<file path="src/rtl/marmot_wb_ctrl.sv">
// rtl/marmot_wb_ctrl.sv - Wishbone control block for the Marmot core
//
// Purpose: Wishbone slave on the Caravel management bus that sequences the
// core reset release through a programmable hold counter, lets firmware
// override user IO outputs/output-enables per bit, and exposes scratch and
// status registers for bring-up.
//
// Ports:
//   clk, rst_n               clock, synchronous active-low reset
//   wbs_stb_i .. wbs_dat_i   Wishbone slave request (strobe, cycle, we, sel, addr, data)
//   wbs_ack_o, wbs_dat_o     Wishbone acknowledge and registered read data
//   core_io_out_i/oeb_i      pad outputs / output enables driven by the core
//   io_out_o, io_oeb_o       muxed pad outputs / output enables
//   core_rst_n_o             registered active-low reset to the core
//   irq_o                    run-done interrupt level
//
// Optional feature macro: MARMOT_WB_CTRL_IRQ_EN (adds CTRL bit2 IRQ_MASK and
// drives irq_o = RUN_DONE & IRQ_MASK; otherwise irq_o is tied low).

module marmot_wb_ctrl #(
  parameter logic [31:0] BASE_ADDR   = 32'h3000_0000,
  parameter int          NUM_IO      = 38,
  parameter logic [15:0] RST_CNT_RST = 16'd16
) (
  input  logic              clk,
  input  logic              rst_n,
  input  logic              wbs_stb_i,
  input  logic              wbs_cyc_i,
  input  logic              wbs_we_i,
  input  logic [3:0]        wbs_sel_i,
  input  logic [31:0]       wbs_adr_i,
  input  logic [31:0]       wbs_dat_i,
  output logic              wbs_ack_o,
  output logic [31:0]       wbs_dat_o,
  input  logic [NUM_IO-1:0] core_io_out_i,
  input  logic [NUM_IO-1:0] core_io_oeb_i,
  output logic [NUM_IO-1:0] io_out_o,
  output logic [NUM_IO-1:0] io_oeb_o,
  output logic              core_rst_n_o,
  output logic              irq_o
);

  localparam int HI_W = NUM_IO - 32;

  typedef enum logic [1:0] {
    ST_HOLD  = 2'd0,
    ST_COUNT = 2'd1,
    ST_RUN   = 2'd2
  } state_t;

  state_t            state;
  logic [15:0]       cnt;
  logic [15:0]       rst_cnt;
  logic              run;
  logic              ovr_en;
  logic              run_done;
  logic [31:0]       scratch;
  logic [31:0]       out_lo;
  logic [31:0]       oeb_lo;
  logic [HI_W-1:0]   out_hi;
  logic [HI_W-1:0]   oeb_hi;
  logic              hit;
  logic              req;
  logic              wr;
  logic              rd;
  logic              done_clr;
  logic              ctrl_mask_rd;
  logic [31:0]       wmask;
  logic [31:0]       rdata;

  function automatic logic [31:0] merge32(input logic [31:0] old, input logic [31:0] val,
                                          input logic [31:0] m);
    return (old & ~m) | (val & m);
  endfunction

  assign hit   = (wbs_adr_i[31:8] == BASE_ADDR[31:8]);
  // A request already acked this cycle is not accepted again, so a held
  // strobe yields one ack every other cycle.
  assign req   = wbs_stb_i & wbs_cyc_i & ~wbs_ack_o & hit;
  assign wr    = req & wbs_we_i;
  assign rd    = req & ~wbs_we_i;
  assign wmask = {{8{wbs_sel_i[3]}}, {8{wbs_sel_i[2]}}, {8{wbs_sel_i[1]}}, {8{wbs_sel_i[0]}}};

  assign done_clr = wr & (wbs_adr_i[7:0] == 8'h04) & wbs_sel_i[0] & wbs_dat_i[2];

`ifdef MARMOT_WB_CTRL_IRQ_EN
  logic irq_mask;
  assign ctrl_mask_rd = irq_mask;
  assign irq_o        = run_done & irq_mask;
`else
  assign ctrl_mask_rd = 1'b0;
  assign irq_o        = 1'b0;
`endif

  always_comb begin
    rdata = 32'h0;
    case (wbs_adr_i[7:0])
      8'h00: rdata = {29'h0, ctrl_mask_rd, ovr_en, run};
      8'h04: rdata = {cnt, 13'h0, run_done, state};
      8'h08: rdata = {16'h0, rst_cnt};
      8'h0C: rdata = scratch;
      8'h10: rdata = out_lo;
      8'h14: rdata = 32'(out_hi);
      8'h18: rdata = oeb_lo;
      8'h1C: rdata = 32'(oeb_hi);
      default: rdata = 32'h0;
    endcase
  end

  always_ff @(posedge clk) begin
    if (!rst_n) begin
      wbs_ack_o <= 1'b0;
      wbs_dat_o <= 32'h0;
      run       <= 1'b0;
      ovr_en    <= 1'b0;
      rst_cnt   <= RST_CNT_RST;
      scratch   <= 32'h0;
      out_lo    <= 32'h0;
      oeb_lo    <= 32'h0;
      out_hi    <= '0;
      oeb_hi    <= '0;
`ifdef MARMOT_WB_CTRL_IRQ_EN
      irq_mask  <= 1'b0;
`endif
    end else begin
      wbs_ack_o <= req;
      wbs_dat_o <= rd ? rdata : 32'h0;
      if (wr) begin
        case (wbs_adr_i[7:0])
          8'h00: if (wbs_sel_i[0]) begin
            run    <= wbs_dat_i[0];
            ovr_en <= wbs_dat_i[1];
`ifdef MARMOT_WB_CTRL_IRQ_EN
            irq_mask <= wbs_dat_i[2];
`endif
          end
          8'h08: rst_cnt <= (rst_cnt & ~wmask[15:0]) | (wbs_dat_i[15:0] & wmask[15:0]);
          8'h0C: scratch <= merge32(scratch, wbs_dat_i, wmask);
          8'h10: out_lo  <= merge32(out_lo, wbs_dat_i, wmask);
          8'h14: out_hi  <= (out_hi & ~wmask[HI_W-1:0]) | (wbs_dat_i[HI_W-1:0] & wmask[HI_W-1:0]);
          8'h18: oeb_lo  <= merge32(oeb_lo, wbs_dat_i, wmask);
          8'h1C: oeb_hi  <= (oeb_hi & ~wmask[HI_W-1:0]) | (wbs_dat_i[HI_W-1:0] & wmask[HI_W-1:0]);
          default: ;
        endcase
      end
    end
  end

  // Reset sequencer. The live counter is loaded only on HOLD->COUNT, so
  // rewriting RST_CNT mid-count leaves the running countdown alone.
  always_ff @(posedge clk) begin
    if (!rst_n) begin
      state        <= ST_HOLD;
      cnt          <= 16'h0;
      run_done     <= 1'b0;
      core_rst_n_o <= 1'b0;
    end else begin
      if (done_clr) run_done <= 1'b0;
      if (!run) begin
        state        <= ST_HOLD;
        core_rst_n_o <= 1'b0;
      end else begin
        case (state)
          ST_HOLD: begin
            cnt   <= rst_cnt;
            state <= ST_COUNT;
          end
          ST_COUNT: begin
            if (cnt == 16'h0) begin
              state        <= ST_RUN;
              run_done     <= 1'b1;
              core_rst_n_o <= 1'b1;
            end else begin
              cnt <= cnt - 16'd1;
            end
          end
          ST_RUN:  core_rst_n_o <= 1'b1;
          default: state <= ST_HOLD;
        endcase
      end
    end
  end

  assign io_out_o = ovr_en ? {out_hi, out_lo} : core_io_out_i;
  assign io_oeb_o = ovr_en ? {oeb_hi, oeb_lo} : core_io_oeb_i;

endmodule

</file>
<file path="config.mk">
export PLATFORM = sky130hd
export DESIGN_NAME = marmot_wb_ctrl
export DESIGN_NICKNAME = d
export VERILOG_FILES = /design/src/rtl/marmot_wb_ctrl.sv
export SDC_FILE = /design/constraint.sdc
export NUM_CORES = 1
export LEC_CHECK = 0
export CAP_MARGIN = 10
export CORE_MARGIN = 5
export CORE_UTILIZATION = 43
export CTS_CLUSTER_SIZE = 16
export DETAILED_ROUTE_END_ITERATION = 7
export PLACE_DENSITY = 0.76
export SLEW_MARGIN = 20
export SYNTH_ARGS = -nofsm -noshare
export SYNTH_HDL_FRONTEND = slang
export SYNTH_SLANG_ARGS = --single-unit
</file>
<file path="constraint.sdc">
create_clock -name clk -period 2.3 [get_ports clk]
set_clock_uncertainty 0.15 [all_clocks]
set_input_delay 0.575 -clock clk [delete_from_list [all_inputs] [get_ports clk]]
set_output_delay 0.575 -clock clk [all_outputs]
set_load 0.01 [all_outputs]
</file>
==> reports/summary.txt <==
Failing checks -> setup timing
CTS buffer count -> 17
Area grow syn2layout -> 66.05%
Setup TNS -> -5.458 ns
Syn. warnings -> 0
Crit path DAT -> 1.72 ns
# IOs -> 260
EDFF count, synth -> 0
Post-synthesis register bit count -> 179
Chip height -> 153.1 µm
Origin of the critical flop-to-flop path -> cnt[0]
Initial antenna violation count -> 0
Top delay family on crit path -> buffers and inverters
Rows -> 52
Clk buf depth -> 2
Min Clock Period, post-route -> 2.440 ns
Unrepaired setup endpoints after global routing -> true
Synthesized area per cell -> 9.523 µm²
RD Place Congestion -> 0.8952
Worst Hold Class -> reg2reg
Vias -> 8837
R2r worst-path depth -> 8
Die area -> 23450 µm²
Worst VDD drop -> 0.0005020 V
FILL cells -> 1364
Synth top area share -> 40.68%
Gr usage total -> 23.91%
Remaining global-route overflow -> 0
Diodes inserted -> 0
Fmax -> 409.8 MHz
Hold Fails Final Rpt -> 0
CTS tree -> yes
Rel. slew slack -> 49.57%
Final period util -> 106.1%
Worst-path clk slew -> 0.07 ns
Synth Flop Type -> dfxtp_1
Buf+Inv Stages, Crit Path -> 4
R2R setup slack -> -0.11 ns
Standby leakage power -> 6.632 nW
Clk sink count -> 179
# DRC -> 0
Crit Path Category -> reg2out
Vias/cell -> 5.590
Status -> finished, violations left
Post-DRT Antenna Nets -> 0
Detailed Routing Iterations Pass 1 -> 8
Core region area -> 20230 µm²
DP Wirelength -> 20.18 mm
Clock latency on the worst-skew pair -> 0.43 ns
Fraction of layout cells with a size suffix above 1 -> 35.39%
Worst slew pin tran -> 0.7564 ns
Synthesized net count -> 1075
Worst Setup Slack, final -> -0.1401 ns
Slowest CP cell -> dfxtp_4
Post-synthesis cell area -> 8808 µm²
Register area share after synthesis -> 40.68%
MaxCap Viol Count -> 0
H-Tree Depth -> 4
Global-route wire length before repair -> 45.84 mm
FFs w/ async S/R, synth -> 0%
Worst-path cell chain -> buf_12 -> buf_12 -> clkbuf_16 -> mux2_4 -> buf_6
Critical Path Fanout Max -> 5
Clock Tree Root -> clkbuf_16
Vias in the first global route -> 8653
Critical path's largest stage delay -> 0.41 ns
Area leader, netlist -> dfxtp_1
Setup violations, final -> 80
Req. time, crit path -> 1.57 ns
Largest net degree at the start of global routing -> 72
Worst Hold Depth -> 2
Pwr/cell area -> 482.2 nW/µm²
Synth unique cells -> 62
Final #Nets -> 1448
Most used cell, CP -> buf_12
Setup crit start kind -> flop
Cell Area, Placed -> 12390 µm²
PortBufs -> 258
WL final -> 32.64 mm
Synth Instances -> 925
Final Util -> 72.29%
DRT iter0 DRCs -> 857
Post-route cell area -> 14630 µm²
Avg WL per Cell -> 20.65 µm
R2r endpoint -> cnt[13]
Critical path endpoint category -> primary output
Initial Utilization -> 43.53%
Final Slew Violations -> 0
DIE WIDTH -> 153.1 µm
Synth top area cells -> dfxtp_1 41%, mux2i_1 15%, mux2_2 14%
cells in the mapped netlist, drive strengths merged, types with 4 or more instances:
master	count
nor3b	4
o31ai	4
nand4	15
clkbuf	51
or4	5
nor2	116
a21oi	27
nand2	124
nand3	10
mux2	106
a222oi	18
nor2b	6
or2	4
mux2i	134
buf	18
inv	5
o211ai	6
o32ai	5
nor4	12
a22oi	15
o21ai	13
dfxtp	179
a31oi	4
and3	4
nor3	5
power breakdown:
part	switching (mW)	internal, mW	leakage [nW]
logic	0.316	0.491	4.88
clock network	1.29	1.86	0.312
registers	0.000000000478	3.10	1.44
total	1.61	5.44	6.63
layout by cell type (no fill, tap or decap), drive strengths merged, types with 6 or more instances in the layout:
master	count
dlygate4sd2	13
a222oi	18
buf	230
o211ai	6
clkdlybuf4s50	157
a22oi	15
mux2i	134
nand2	124
a21oi	27
mux2	106
clkbuf	32
nor2b	6
nor2	116
nor4	12
inv	10
dfxtp	179
nand4	15
dlymetal6s2s	11
nand3	10
o21ai	13
logic make-up after synthesis:
logic type	count (synthesis)	share of synthesized area, %
other	1	0.04257
buffers and inverters	75	3.693
AOI/OAI and AO/OA	108	8.949
and+or+nand+nor	321	17.71
DFF	179	40.68
muxes	240	28.78
adders and majority gates	1	0.1420
worst max-delay path by stage:
stage / start / endpoint / slack (ns) / cells after the start
finish: ovr_en / io_out_o[32] / -0.14 / 5
global route: ovr_en / io_out_o[7] / -0.17 / 5
CTS: ovr_en / io_out_o[15] / -0.16 / 4
detailed placement: wbs_adr_i[20] / flop / -0.59 / 9
global placement: wbs_adr_i[19] / flop / -0.52 / 9
floorplan: wbs_adr_i[1] / flop / -0.1 / 7
tightest hold or removal path: cells and delay by family (launching register included):
family	cells	cell delay (ns)
multiplexers	1	0.05
AND/OR/NAND/NOR	1	0.06
flip-flops	1	0.33
layer usage:
metal  wire, µm  global-route usage (%)  vias up
met5          0                       0        -
met4        755                   5.515        0
met3       2620                   7.662       76
met2      16070                   40.43      396
met1      13200                   29.82     4292
li1           -                       -     4073
what timing repair did:
action                                  4_1_cts  5_1_grt
hold buffers                                  0        0
pin swaps                                    19       25
cloned                                        6       10
endpoints found under the setup margin      216      235
setup buffers                                24       28
gates resized for setup                     252      321
through the flow:
stage,hold slack [ns],instances,worst slack [ns],power [mW]
5_1_grt,0.3372,1581,-0.1696,7.255
3_3_place_gp,0.3060,1483,-0.5237,3.870
4_1_cts,0.3091,1544,-0.1603,6.937
6_report,0.3326,1581,-0.1401,7.053
3_5_place_dp,0.3166,1483,-0.5856,3.879
2_1_floorplan,0.2897,925,-0.09797,3.394
layout make-up:
class	instances	area [µm²]	share of cell area, %
flip-flops and latches	179	3590	24.54
well taps	270	337.8	2.310
clock inverters	12	163.9	1.121
repair buffers	423	4537	31.02
multi-input cells	671	5498	37.59
inverters	6	22.52	0.1540
clock buffers	20	478.0	3.268
Note: power is estimated with default switching activity, not from simulation.
